## src/rtl/uart_pkg.sv

```systemverilog
// Shared constants for the UART APB register interface: register word offsets,
// LCR/IER/FSR bit positions and the APB slave FSM state type.
package uart_pkg;

    localparam logic [2:0] OFF_MDR = 3'd0;
    localparam logic [2:0] OFF_DLL = 3'd1;
    localparam logic [2:0] OFF_DLH = 3'd2;
    localparam logic [2:0] OFF_LCR = 3'd3;
    localparam logic [2:0] OFF_IER = 3'd4;
    localparam logic [2:0] OFF_FSR = 3'd5;
    localparam logic [2:0] OFF_TBR = 3'd6;
    localparam logic [2:0] OFF_RBR = 3'd7;

    localparam int LCR_WLS_LO = 0;
    localparam int LCR_STB    = 2;
    localparam int LCR_PEN    = 3;
    localparam int LCR_EPS    = 4;
    localparam int LCR_BGE    = 5;

    localparam int IER_TX_FULL  = 0;
    localparam int IER_TX_EMPTY = 1;
    localparam int IER_RX_FULL  = 2;
    localparam int IER_RX_EMPTY = 3;

    localparam int FSR_TX_FULL  = 0;
    localparam int FSR_TX_EMPTY = 1;
    localparam int FSR_RX_FULL  = 2;
    localparam int FSR_RX_EMPTY = 3;

    typedef enum logic [1:0] {
        ST_IDLE   = 2'd0,
        ST_SETUP  = 2'd1,
        ST_ACCESS = 2'd2
    } apb_state_t;

endpackage

```

## src/rtl/uart_apb_if.sv

```systemverilog
// APB slave holding the UART control registers and the TX push / RX pop strobes.
// Optional error response: define UART_APB_SLVERR_EN to drive pslverr.
module uart_apb_if
    import uart_pkg::*;
#(
    parameter int ADDR_W = 12,
    parameter int DATA_W = 32
) (
    input  logic              clk,
    input  logic              rst_n,
    input  logic              psel,
    input  logic              penable,
    input  logic              pwrite,
    input  logic [ADDR_W-1:0] paddr,
    input  logic [DATA_W-1:0] pwdata,
    output logic [DATA_W-1:0] prdata,
    output logic              pready,
    output logic              pslverr,
    input  logic [7:0]        FSR_i,
    input  logic [7:0]        RBR_i,
    output logic [7:0]        TBR_o,
    output logic              tx_flag,
    output logic              rx_flag,
    output logic              OSM_SEL,
    output logic              BGE,
    output logic              PEN,
    output logic              EPS,
    output logic              STB,
    output logic [1:0]        WLS,
    output logic [7:0]        DLL,
    output logic [7:0]        DLH,
    output logic              en_tx_fifo_empty,
    output logic              en_tx_fifo_full,
    output logic              en_rx_fifo_empty,
    output logic              en_rx_fifo_full
);

    apb_state_t r_state;
    apb_state_t w_state_nxt;

    logic       r_osm;
    logic [7:0] r_dll;
    logic [7:0] r_dlh;
    logic [5:0] r_lcr;
    logic [3:0] r_ier;
    logic [7:0] r_tbr;
    logic       r_tx_flag;
    logic       r_rx_flag;

    logic       r_wr;
    logic [2:0] r_idx;
    logic [7:0] r_wdat;
    logic [7:0] r_rdata;
    logic       r_tx_ok;
    logic       r_rx_ok;

    logic [2:0] w_idx;
    logic [7:0] w_rd_mux;
    logic       w_commit;
    logic       w_unused;

    assign w_idx    = paddr[4:2];
    assign w_commit = (r_state == ST_ACCESS) && psel && penable;
    assign w_unused = ^{paddr[ADDR_W-1:5], paddr[1:0], pwdata[DATA_W-1:8], FSR_i[7:4]};

    always_comb begin
        w_state_nxt = r_state;
        case (r_state)
            ST_IDLE:   if (psel && !penable) w_state_nxt = ST_SETUP;
            ST_SETUP:  w_state_nxt = ST_ACCESS;
            ST_ACCESS: w_state_nxt = (psel && !penable) ? ST_SETUP : ST_IDLE;
            default:   w_state_nxt = ST_IDLE;
        endcase
    end

    always_comb begin
        w_rd_mux = 8'h00;
        case (w_idx)
            OFF_MDR: w_rd_mux = {7'd0, r_osm};
            OFF_DLL: w_rd_mux = r_dll;
            OFF_DLH: w_rd_mux = r_dlh;
            OFF_LCR: w_rd_mux = {2'd0, r_lcr};
            OFF_IER: w_rd_mux = {4'd0, r_ier};
            OFF_FSR: w_rd_mux = {4'd0, FSR_i[FSR_RX_EMPTY], FSR_i[FSR_RX_FULL],
                                 FSR_i[FSR_TX_EMPTY], FSR_i[FSR_TX_FULL]};
            OFF_RBR: w_rd_mux = FSR_i[FSR_RX_EMPTY] ? 8'h00 : RBR_i;
            default: w_rd_mux = 8'h00;
        endcase
    end

    // The transfer is captured while in SETUP and only committed at the ACCESS
    // edge if the master still holds psel/penable, so an abandoned transfer is inert.
    always_ff @(posedge clk) begin
        if (!rst_n) begin
            r_state   <= ST_IDLE;
            r_osm     <= 1'b0;
            r_dll     <= 8'h00;
            r_dlh     <= 8'h00;
            r_lcr     <= 6'd0;
            r_ier     <= 4'd0;
            r_tbr     <= 8'h00;
            r_tx_flag <= 1'b0;
            r_rx_flag <= 1'b0;
            r_wr      <= 1'b0;
            r_idx     <= 3'd0;
            r_wdat    <= 8'h00;
            r_rdata   <= 8'h00;
            r_tx_ok   <= 1'b0;
            r_rx_ok   <= 1'b0;
        end else begin
            r_state   <= w_state_nxt;
            r_tx_flag <= 1'b0;
            r_rx_flag <= 1'b0;
            if (r_state == ST_SETUP) begin
                r_wr    <= pwrite;
                r_idx   <= w_idx;
                r_wdat  <= pwdata[7:0];
                r_tx_ok <= ~FSR_i[FSR_TX_FULL];
                r_rx_ok <= ~FSR_i[FSR_RX_EMPTY];
                r_rdata <= (psel && !pwrite) ? w_rd_mux : 8'h00;
            end
            if (w_commit) begin
                if (r_wr) begin
                    case (r_idx)
                        OFF_MDR: r_osm <= r_wdat[0];
                        OFF_DLL: r_dll <= r_wdat;
                        OFF_DLH: r_dlh <= r_wdat;
                        OFF_LCR: r_lcr <= r_wdat[5:0];
                        OFF_IER: r_ier <= r_wdat[3:0];
                        OFF_TBR: begin
                            if (r_tx_ok) begin
                                r_tbr     <= r_wdat;
                                r_tx_flag <= 1'b1;
                            end
                        end
                        default: ;
                    endcase
                end else if ((r_idx == OFF_RBR) && r_rx_ok) begin
                    r_rx_flag <= 1'b1;
                end
            end
        end
    end

`ifdef UART_APB_SLVERR_EN
    logic r_err;
    logic w_err;

    always_comb begin
        w_err = 1'b0;
        if (pwrite)
            w_err = ((w_idx == OFF_TBR) && FSR_i[FSR_TX_FULL]) ||
                    (w_idx == OFF_FSR) || (w_idx == OFF_RBR);
        else
            w_err = (w_idx == OFF_TBR) || ((w_idx == OFF_RBR) && FSR_i[FSR_RX_EMPTY]);
    end

    always_ff @(posedge clk) begin
        if (!rst_n)
            r_err <= 1'b0;
        else if (r_state == ST_SETUP)
            r_err <= psel && w_err;
    end

    assign pslverr = (r_state == ST_ACCESS) && r_err;
`else
    assign pslverr = 1'b0;
`endif

    assign pready  = (r_state == ST_ACCESS);
    assign prdata  = (r_state == ST_ACCESS) ? DATA_W'(r_rdata) : '0;

    assign TBR_o   = r_tbr;
    assign tx_flag = r_tx_flag;
    assign rx_flag = r_rx_flag;

    assign OSM_SEL = r_osm;
    assign DLL     = r_dll;
    assign DLH     = r_dlh;
    assign WLS     = r_lcr[LCR_WLS_LO +: 2];
    assign STB     = r_lcr[LCR_STB];
    assign PEN     = r_lcr[LCR_PEN];
    assign EPS     = r_lcr[LCR_EPS];
    assign BGE     = r_lcr[LCR_BGE];

    assign en_tx_fifo_full  = r_ier[IER_TX_FULL];
    assign en_tx_fifo_empty = r_ier[IER_TX_EMPTY];
    assign en_rx_fifo_full  = r_ier[IER_RX_FULL];
    assign en_rx_fifo_empty = r_ier[IER_RX_EMPTY];

endmodule
```

## config.mk

```make
export PLATFORM = sky130hd
export DESIGN_NAME = uart_apb_if
export DESIGN_NICKNAME = d
export VERILOG_FILES = /design/src/rtl/uart_pkg.sv /design/src/rtl/uart_apb_if.sv
export SDC_FILE = /design/constraint.sdc
export NUM_CORES = 1
export LEC_CHECK = 0
export CAP_MARGIN = 20
export CELL_PAD_IN_SITES_DETAIL_PLACEMENT = 2
export CELL_PAD_IN_SITES_GLOBAL_PLACEMENT = 2
export CORE_UTILIZATION = 24
export CTS_CLUSTER_DIAMETER = 100
export DETAILED_ROUTE_END_ITERATION = 16
export PLACE_DENSITY = 0.93
export SYNTH_ARGS = -nofsm -noshare
export SYNTH_HDL_FRONTEND = slang
export SYNTH_SLANG_ARGS = --single-unit
```

## constraint.sdc

```tcl
create_clock -name clk -period 4.3 [get_ports clk]
set_input_delay 0.86 -clock clk [delete_from_list [all_inputs] [get_ports clk]]
set_output_delay 0.86 -clock clk [all_outputs]
set_load 0.01 [all_outputs]
```

==> reports/metrics.csv <==
stage,metric,value,unit
sta,worst hold slack,447.4,ps
synthesis,Yosys Warn Count,0,
drt,DRC violations left,0,
sta,f_max,0.3332,GHz
clock_tree,number of CTS-inserted buffers,9,
cells_and_area,design area,3866,um^2
drt,DR vias,2587,
global_route,vias in the first global route,2848,
synthesis,number of flops mapped to enable cells by yosys,0,
sta,final setup violating endpoints,0,
sta,Fin Clk Skew,9.380,ps
pwr,Power Density,373.0,nW/um^2
clock_tree,clock buffer depth,2,
cells_and_area,"most common cell after layout, fill and taps aside",clkdlybuf4s50_1,
cells_and_area,Area Growth Syn to Fin,38.19,%
clock_tree,CTS sink cnt,61,
floorplanning,Rows,39,
synthesis,asr flop ratio synth,0,%
critical_path,Worst setup SP type,primary input,
outcome,status,finished clean,
clock_tree,Clock Latency Late Sink,330,ps
global_route,number of antenna violations at the first check in global routing,0,
critical_path,crit path kind,primary input to flip-flop,
drt,detailed-router iteration count before antenna repair,4,
synthesis,number of synthesized register bits,61,
drt,Vias per Instance,4.826,
min_path,Min-Delay Path Class,flip-flop to flip-flop,
synthesis,"Distinct cells, synth",45,
cells_and_area,FILL cells,1290,
clock_tree,postcts setup bufs,0,
floorplanning,CORE AREA,11370,um^2
sta,final worst slack,1299,ps
sta,setup tns final,0,ps
job,max capacitance violation total,0,
synthesis,top_reg_cell synth,dfxtp_1,
critical_path,Crit Path Max Fanout,18,
pwr,leakage power total,1.313,nW
sta,Tcrit/Tclk final,69.80,%
clock_tree,TritonCTS clock tree,yes,
critical_path,CP arrival,3230,ps
cells_and_area,highest-count cells in the layout ignoring fill and taps,"clkdlybuf4s50_1, nand2_1, dfxtp_1",
clock_tree,Worst-path clk slew,60,ps
sta,Slew HR,43.60,%
place,Final HPWL DP,7.119,mm
place,Place WS,1029,ps
floorplanning,die area,12090,um^2
drt,post-route ant nets,0,
floorplanning,die width,110.0,um
sta,Tmin final,3002,ps
place,routability cong.,0.7686,
critical_path,worst path required time,4530,ps
cells_and_area,post-layout util,34.00,%
drt,routed length per instance,19.17,um
cells_and_area,register cell area after layout,1221,um^2
critical_path,Setup crit end kind,flip-flop,
clock_tree,cts hold-fix bufs,0,
floorplanning,die span in y,110.0,um
cells_and_area,Antenna diodes,0,
global_route,total global-route track usage,18.09,%
sta,RSZ-0062 raised after global routing,false,
place,dpl cell area,3551,um^2
place,I/O Buffers,73,
global_route,first-pass GRT wire length,16.09,mm
drt,Total Wirelength,10.28,mm
drt,initial drt markers,98,
sta,Final Max Tran Viols,0,
synthesis,sequential fraction of the synthesis area,43.65,%
floorplanning,Ports,136,
clock_tree,CTS root buffer,clkbuf_16,
floorplanning,Starting Density,24.61,%
clock_tree,post-CTS sizing,0,
synthesis,Syn Area/Cell,8.688,um^2
pwr,Peak VDD IR,0.1524,mV
sta,final hold violations,0,
global_route,"Remaining Overflow, GRT",0,
cells_and_area,share of cells above drive strength 1,6.361,%
sta,Slew @ Worst Pin,843.4,ps
clock_tree,# H-tree levels,3,
cells_and_area,Multi-input gate area,1383,um^2
synthesis,"Cell Area, Synth",2798,um^2
synthesis,Syn Inst Count,322,
cells_and_area,final net count,454,
global_route,largest net degree at the start of global routing,44,
-- layer usage --
| layer | wire [um] | vias to the layer above | track usage (%) |
|---|---|---|---|
| li1 | - | 1200 | - |
| met1 | 4203 | 1272 | 20.66 |
| met2 | 5136 | 93 | 31.52 |
| met3 | 703 | 22 | 5.394 |
| met4 | 233 | 0 | 6.952 |
| met5 | 0 | - | 0 |
-- registers in the layout, indices dropped and copies added, names as in the netlist --
name and flops:
DLH 8, DLL 8, TBR_o 8, r_rdata 8, r_wdat 8, r_lcr 6
r_ier 4, r_idx 3, r_state 2, OSM_SEL 1, r_rx_ok 1, r_tx_ok 1
r_wr 1, rx_flag 1, tx_flag 1
-- synth_stat cells, types with 2 or more instances --
library cell   n  area share (%)
and2_1         8             1.8
a221oi_1       6             1.9
clkinv_1       2            0.27
buf_4         26             7.0
a21oi_1       14             2.5
nand3_1        9             1.6
buf_2          5            0.89
a32oi_1        2            0.63
clkbuf_1      10             1.3
o21ai_0        7             1.3
nor2_1        10             1.3
nand2_1       71             9.5
and3b_1        2            0.63
buf_1          3            0.40
mux2i_1       29              10
inv_1          2            0.27
a22oi_1        4             1.1
a22o_1         3            0.94
o21ai_1        8             1.4
nor2b_1        7             1.6
nor3_4         2             1.2
nor3_1         3            0.54
a211oi_1       6             1.6
nor3b_1        2            0.54
dfxtp_1       61              44
-- stage by stage --
| stage | power (mW) | std cells |
|---|---|---|
| finish | 1.442 | 536 |
| global route | 1.484 | 536 |
| CTS | 1.451 | 536 |
| detailed placement | 0.6794 | 521 |
| global placement | 0.6755 | 521 |
| floorplan | 0.6523 | 346 |
-- final cells by class --
class	count	area share [%]
multi-input cells	237	35.76
flip-flops and latches	61	31.59
repair buffers	76	19.48
clock buffers	11	6.278
well taps	143	4.628
clock inverters	4	1.877
inverters	4	0.3883
-- critical path: stages --
cell and delay [ps]:
clkdlybuf4s50_1 1000, clkinv_1 510, nor3_1 440, a21boi_0 160
a221oi_1 250
-- report_power, final --
group          internal, mW  switching [mW]
registers             0.571         0.00491
logic                0.0353          0.0594
clock network         0.518           0.253
-- final timing paths --
check / startpoint / endpoint / slack, ps / cells past startpoint
worst min register to register: r_rdata[7] / r_rdata[7] / 450 / 2
worst min-delay path: r_rdata[7] / r_rdata[7] / 450 / 2
worst max register to register: r_state[0] / r_rdata[3] / 2360 / 3
worst max-delay path: paddr[4] / r_rdata[0] / 1300 / 5
-- cell families after synthesis --
logic type | count (synthesis) | synth area share (%)
AO/OA/AOI/OAI | 57 | 13.51
buffers and inverters | 48 | 10.15
flip-flops | 61 | 43.65
multiplexers | 30 | 10.78
other | 1 | 0.1340
AND/OR/NAND/NOR | 125 | 21.78
Note: power is estimated with default switching activity, not from simulation.
